--- src/rtl/treeval_pkg.sv ---
// Shared definitions for treeval and its configuration/evaluation sequencer.
package treeval_pkg;

  localparam int unsigned W_ADDR   = 10;
  localparam int unsigned W_N_DATA = 11;
  localparam int unsigned W_C_DATA = 10;
  localparam int unsigned W_REWARD = 11;
  localparam int unsigned W_ACTION = 3;

  typedef enum logic [1:0] {
    KIND_PAR    = 2'd0,
    KIND_REW    = 2'd1,
    KIND_ACT    = 2'd2,
    KIND_WEIGHT = 2'd3
  } cmd_kind_e;

  typedef enum logic [2:0] {
    ST_IDLE  = 3'd0,
    ST_CONF  = 3'd1,
    ST_LOAD  = 3'd2,
    ST_START = 3'd3,
    ST_WAIT  = 3'd4,
    ST_DONE  = 3'd5
  } ctrl_state_e;

  localparam logic [W_ACTION-1:0] ACT_PLAY    = 3'b001;
  localparam logic [W_ACTION-1:0] ACT_NO_PLAY = 3'b000;

  // One forwarded node write as presented on treeval's memory port.
  typedef struct packed {
    logic                par;
    logic                rew;
    logic                act;
    logic                weight;
    logic [W_ADDR-1:0]   addr;
    logic [W_N_DATA-1:0] data;
  } tv_mem_t;

endpackage

--- src/rtl/treeval_ctrl.sv ---
// Sequences node-count config, typed node writes, evaluation reset and result
// capture for a single treeval instance.
module treeval_ctrl
  import treeval_pkg::*;
#(
  parameter int unsigned TIMEOUT = 64
) (
  input  logic                clk,
  input  logic                rst,
  input  logic                load_start,
  input  logic [W_C_DATA-1:0] load_nodes,
  input  logic                cmd_valid,
  output logic                cmd_ready,
  input  logic [1:0]          cmd_kind,
  input  logic [W_ADDR-1:0]   cmd_addr,
  input  logic [W_N_DATA-1:0] cmd_data,
  input  logic                cmd_last,
  input  logic                res_ack,
  output logic                busy,
  output logic                res_valid,
  output logic [W_REWARD-1:0] res_exp,
  output logic [W_ACTION-1:0] res_act,
  output logic                res_timeout,
  output logic                err_addr,
  output logic                tv_conf_nodes,
  output logic                tv_mem_par,
  output logic                tv_mem_rew,
  output logic                tv_mem_act,
  output logic                tv_mem_weight,
  output logic [W_C_DATA-1:0] tv_conf_data,
  output logic [W_ADDR-1:0]   tv_mem_addr,
  output logic [W_N_DATA-1:0] tv_mem_data,
  output logic                tv_rst,
  input  logic                tv_exp_change,
  input  logic [W_REWARD-1:0] tv_exp,
  input  logic [W_ACTION-1:0] tv_act
);

  localparam int unsigned     W_CNT   = $clog2(TIMEOUT + 1);
  localparam logic [W_CNT-1:0] CNT_MAX = W_CNT'(TIMEOUT);

  ctrl_state_e         state_q, state_d;
  logic [W_C_DATA-1:0] nodes_q, nodes_d;
  logic [W_CNT-1:0]    cnt_q, cnt_d, cnt_inc;
  tv_mem_t             mem_q, mem_d;
  logic                conf_nodes_q, conf_nodes_d;
  logic [W_C_DATA-1:0] conf_data_q, conf_data_d;
  logic                tv_rst_q, tv_rst_d;
  logic                cmd_ready_q, cmd_ready_d;
  logic                busy_q, busy_d;
  logic                res_valid_q, res_valid_d;
  logic [W_REWARD-1:0] res_exp_q, res_exp_d;
  logic [W_ACTION-1:0] res_act_q, res_act_d;
  logic                res_timeout_q, res_timeout_d;
  logic                err_q, err_d;
  logic                accept, drop;
  cmd_kind_e           kind;

  assign kind = cmd_kind_e'(cmd_kind);

  // Next state, result capture and the one-cycle-delayed strobe register.
  always_comb begin
    state_d       = state_q;
    nodes_d       = nodes_q;
    cnt_d         = cnt_q;
    mem_d         = '0;
    res_valid_d   = res_valid_q;
    res_exp_d     = res_exp_q;
    res_act_d     = res_act_q;
    res_timeout_d = res_timeout_q;
    err_d         = err_q;
    accept        = cmd_valid & cmd_ready_q;
    drop          = (cmd_addr >= nodes_q) ||
                    ((cmd_addr == '0) && ((kind == KIND_PAR) || (kind == KIND_WEIGHT)));
    cnt_inc       = (cnt_q == CNT_MAX) ? cnt_q : cnt_q + W_CNT'(1);

    case (state_q)
      ST_IDLE, ST_DONE: begin
        if (load_start) begin
          state_d     = ST_CONF;
          nodes_d     = load_nodes;
          err_d       = 1'b0;
          res_valid_d = 1'b0;
        end else if ((state_q == ST_DONE) && res_ack) begin
          state_d     = ST_IDLE;
          res_valid_d = 1'b0;
        end
      end
      ST_CONF: state_d = ST_LOAD;
      ST_LOAD: begin
        if (accept) begin
          if (drop) begin
            err_d = 1'b1;
          end else begin
            mem_d.addr = cmd_addr;
            mem_d.data = cmd_data;
            case (kind)
              KIND_PAR:    mem_d.par    = 1'b1;
              KIND_REW:    mem_d.rew    = 1'b1;
              KIND_ACT:    mem_d.act    = 1'b1;
              KIND_WEIGHT: mem_d.weight = 1'b1;
            endcase
          end
          if (cmd_last) state_d = ST_START;
        end
      end
      ST_START: begin
        state_d = ST_WAIT;
        cnt_d   = '0;
      end
      ST_WAIT: begin
        cnt_d = cnt_inc;
        // A nonzero count means this is at least the second WAIT cycle.
        if (tv_exp_change && (cnt_q != '0)) begin
          state_d       = ST_DONE;
          res_valid_d   = 1'b1;
          res_timeout_d = 1'b0;
          res_exp_d     = tv_exp;
          res_act_d     = tv_act;
        end else if (cnt_inc == CNT_MAX) begin
          state_d       = ST_DONE;
          res_valid_d   = 1'b1;
          res_timeout_d = 1'b1;
          res_exp_d     = '0;
          res_act_d     = ACT_NO_PLAY;
        end
      end
      default: state_d = ST_IDLE;
    endcase

    conf_nodes_d = (state_d == ST_CONF);
    conf_data_d  = (state_d == ST_CONF) ? nodes_d : '0;
    tv_rst_d     = (state_d == ST_START);
    cmd_ready_d  = (state_d == ST_LOAD);
    busy_d       = (state_d == ST_CONF) || (state_d == ST_LOAD) ||
                   (state_d == ST_START) || (state_d == ST_WAIT);
  end

  always_ff @(posedge clk) begin
    if (!rst) begin
      state_q       <= ST_IDLE;
      nodes_q       <= '0;
      cnt_q         <= '0;
      mem_q         <= '0;
      conf_nodes_q  <= 1'b0;
      conf_data_q   <= '0;
      tv_rst_q      <= 1'b0;
      cmd_ready_q   <= 1'b0;
      busy_q        <= 1'b0;
      res_valid_q   <= 1'b0;
      res_exp_q     <= '0;
      res_act_q     <= '0;
      res_timeout_q <= 1'b0;
      err_q         <= 1'b0;
    end else begin
      state_q       <= state_d;
      nodes_q       <= nodes_d;
      cnt_q         <= cnt_d;
      mem_q         <= mem_d;
      conf_nodes_q  <= conf_nodes_d;
      conf_data_q   <= conf_data_d;
      tv_rst_q      <= tv_rst_d;
      cmd_ready_q   <= cmd_ready_d;
      busy_q        <= busy_d;
      res_valid_q   <= res_valid_d;
      res_exp_q     <= res_exp_d;
      res_act_q     <= res_act_d;
      res_timeout_q <= res_timeout_d;
      err_q         <= err_d;
    end
  end

  assign cmd_ready     = cmd_ready_q;
  assign busy          = busy_q;
  assign res_valid     = res_valid_q;
  assign res_exp       = res_exp_q;
  assign res_act       = res_act_q;
  assign res_timeout   = res_timeout_q;
  assign err_addr      = err_q;
  assign tv_conf_nodes = conf_nodes_q;
  assign tv_conf_data  = conf_data_q;
  assign tv_mem_par    = mem_q.par;
  assign tv_mem_rew    = mem_q.rew;
  assign tv_mem_act    = mem_q.act;
  assign tv_mem_weight = mem_q.weight;
  assign tv_mem_addr   = mem_q.addr;
  assign tv_mem_data   = mem_q.data;
  assign tv_rst        = tv_rst_q;

endmodule

--- config.mk ---
export PLATFORM = sky130hd
export DESIGN_NAME = treeval_ctrl
export DESIGN_NICKNAME = d
export VERILOG_FILES = /design/src/rtl/treeval_pkg.sv /design/src/rtl/treeval_ctrl.sv
export SDC_FILE = /design/constraint.sdc
export NUM_CORES = 1
export LEC_CHECK = 0
export CAP_MARGIN = 20
export CORE_UTILIZATION = 48
export CTS_CLUSTER_DIAMETER = 60
export CTS_CLUSTER_SIZE = 24
export DETAILED_ROUTE_END_ITERATION = 7
export MAX_ROUTING_LAYER = met4
export PLACE_DENSITY = 0.85
export SYNTH_ARGS = -nofsm -noshare
export SYNTH_HDL_FRONTEND = slang
export SYNTH_SLANG_ARGS = --single-unit
export TNS_END_PERCENT = 5
--- constraint.sdc ---
create_clock -name clk -period 4.4 [get_ports clk]
set_input_delay 0.66 -clock clk [delete_from_list [all_inputs] [get_ports clk]]
set_output_delay 0.66 -clock clk [all_outputs]
set_load 0.03 [all_outputs]
==> run metrics <==
Top Metal Used=met4; row count=28; RSZ-0062 raised after global routing=false; PD cells=331 mW/mm2; fin util=0.726; Sw Share=0.264; fmax=344 MHz; Worst EP arrival=3.20 ns; status=completed; Syn Inst Count=330; global-route wire length before repair=12.2 mm; CP endpoint kind=flop; DIE AREA=0.00674 mm2; setup tns final=0 ns; Via-to-Cell Ratio=5.28; sequential element share of the synthesized area=0.494; Skew-Pair Late Insertion Delay=0.34 ns; Least-Margin Pin Slew=1.02 ns; Leak=0.00167 uW; post-cts hold buffer count=0; CTS tree=yes; max_cap viols=0; CP startpoint=cmd_addr[0]; Clk pwr share=0.378; Die Y=82.1 um; routed length per instance=14.6 um; M1 WL=3.25 mm; DR vias=2,712; Crit-path slowest cell=nor3b_2; share of layout cells above drive strength 1=0.0592; Clock Pin Slew Worst Setup and Hold Paths=0.09 ns; WP data required=4.69 ns; dpl cells=498; Async SR Flop Fraction=0; post-DP HPWL=5.43 mm; # DRC=0; Rel. slew slack=0.316; vias in the first global route=2,724; CP startpoint kind=input port; Core Region=0.00606 mm2; syn_area_per_cell=9.33 um2; DR WL met3=475 um; Final Cycle Share=0.661; slowest stage delay, CP=0.83 ns; Seq pwr share=0.495; synthesis-stage register bit count=76; non-filler cells, final=514; Layout Area Growth over Synthesis=42.9%; skew final=0.0117 ns; clk buf depth=2; CTS buffer count=9; EDFF count, synth=0; CTS H-tree depth=3; final setup fails=0; Slew Viols, Final=0; largest net degree at the start of global routing=32; synth unique cells=42; post-CTS setup repair buffer count=0; CP max FO=25; hold_sp=res_exp[4]; port bufs=109; buffer and inverter count on the worst path=2; critical path type=input port to flop; CTS root buffer=clkbuf_8; Post-Synthesis Cell Area=0.00308 mm2; Net Switching=385 uW; Starting Density=0.508; Hold Path Class=flop to flop; worst path cell trace=clkdlybuf4s50_1 -> inv_1 -> ha_1 -> nand2b_1 -> a21oi_1 -> o211ai_1 -> a21oi_1 -> nor3b_2 -> and2_1; top_reg_cell synth=dfxtp_1; Synth Warn #=0; Final min period=2.91 ns; ANT cells=0; Crit path top cell by count=a21oi_1; Resized Gates After CTS=0; WL met2=3.61 mm; combinational fraction of design power=0.127; initial drt markers=131; total gr overflow=0; Peak VDD IR=0.000306 V; clock sink count=76; GRT Total Usage=0.247; DRT antenna net count=0; number of antenna violations at the first check in global routing=0; final hold vios=0; worst r2r src=cnt_q[2]; DRT Pass-1 Iters=4; final net count=504; GPL Wtd Cong=0.896; routed wire length=7.48 mm; DIE WIDTH=82.1 um; IO Count=110; P_int=1070 uW; Synthesized Nets=400; CP delay by family, top=simple AND/OR/NAND/NOR gates
[cells in the final DEF, fill, tap and decap left out, drive strengths merged, types with 3 or more instances in the layout]
cell           netlist  final
nor2                29     29
clkdlybuf4s50        0    109
a211oi               3      3
ha                  16     16
nand3               23     23
mux2i               11     11
inv                 21     24
a21oi               29     29
nor3                 6      6
dfxtp               76     76
o21ai                9      9
nor3b                3      3
nor4                 5      5
xor2                 3      3
o211ai               3      3
nand2               19     19
clkbuf               9      9
and2                27     27
a31oi                3      3
nand2b               5      5
xnor2                3      3
[area by class of cell]
class / count / area (um2)
inverters: 21 / 78.8
repair buffers: 109 / 1090
clock inverters: 7 / 82.6
fillers: 484 / 1660
multi-input cells: 217 / 1410
flip-flops and latches: 76 / 1520
clock buffers: 9 / 124
well taps: 75 / 93.8
[cells in the mapped netlist, types with 3 or more instances]
cell      number  share of area
o21ai_0        9          0.015
clkbuf_1       9          0.011
nand2b_1       5          0.010
buf_2          4         0.0065
xnor2_1        3         0.0085
inv_1         20          0.024
mux2i_1       10          0.033
nor4_1         5          0.010
a21oi_1       29          0.047
nor2_1        29          0.035
ha_1          16          0.065
nand2_1       19          0.023
a211oi_1       3         0.0073
nand3_1       22          0.036
a31oi_1        3         0.0061
xor2_1         3         0.0085
nor3_1         6         0.0098
dfxtp_1       76           0.49
and2_1        27          0.055
nor3b_1        3         0.0073
[final timing paths]
kind | endpoint | slack [ns] | cells after the start
worst min register to register | res_exp[4] | 0.47 | 2
worst min-delay path | res_exp[4] | 0.47 | 2
worst max-delay path | tv_mem_data[10] | 1.49 | 9
worst max register to register | tv_conf_data[1] | 1.72 | 5
[layer usage]
| layer | track usage | vias up |
|---|---|---|
| li1 | - | 1328 |
| met1 | 0.290 | 1268 |
| met2 | 0.398 | 101 |
| met3 | 0.0604 | 15 |
| met4 | 0.111 | 0 |
| met5 | - | - |
[flip-flops by register name, indices dropped and copies added (netlist names), 3 cells and up]
signal	flops
res_exp	11
tv_mem_data	11
nodes_q	10
tv_conf_data	10
tv_mem_addr	10
cnt_q	7
res_act	3
state_q	3
[power by group through the flow]
stage          logic (uW)  registers (uW)  clock network [uW]
2_1_floorplan        87.4             745                   0
4_1_cts               186             721                 560
5_1_grt               202             725                 593
6_report              185             722                 551
3_5_place_dp          183             737                   0
3_3_place_gp          179             737                   0
[metrics by stage]
step	worst slack, ns	area (um2)	power (uW)	hold slack (ns)
floorplan	2.05	3080	833	0.474
global placement	1.24	4190	915	0.453
detailed placement	1.11	4190	921	0.459
CTS	1.46	4400	1470	0.471
global route	1.30	4400	1520	0.496
finish	1.49	4400	1460	0.471
[worst min-delay path, cell delays in order (launching register included)]
cell and delay, ns:
dfxtp_1 0.31, nand3_1 0.06, a21oi_1 0.06
[cell families after synthesis]
| family | after synthesis | synth area share |
|---|---|---|
| adders and majority gates | 16 | 0.0650 |
| DFF | 76 | 0.494 |
| AOI/OAI and AO/OA | 57 | 0.117 |
| muxes | 12 | 0.0435 |
| buffers and inverters | 37 | 0.0516 |
| xor gates and xnor gates | 6 | 0.0171 |
| and+or+nand+nor | 126 | 0.212 |
(Power assumes the default switching activity.)
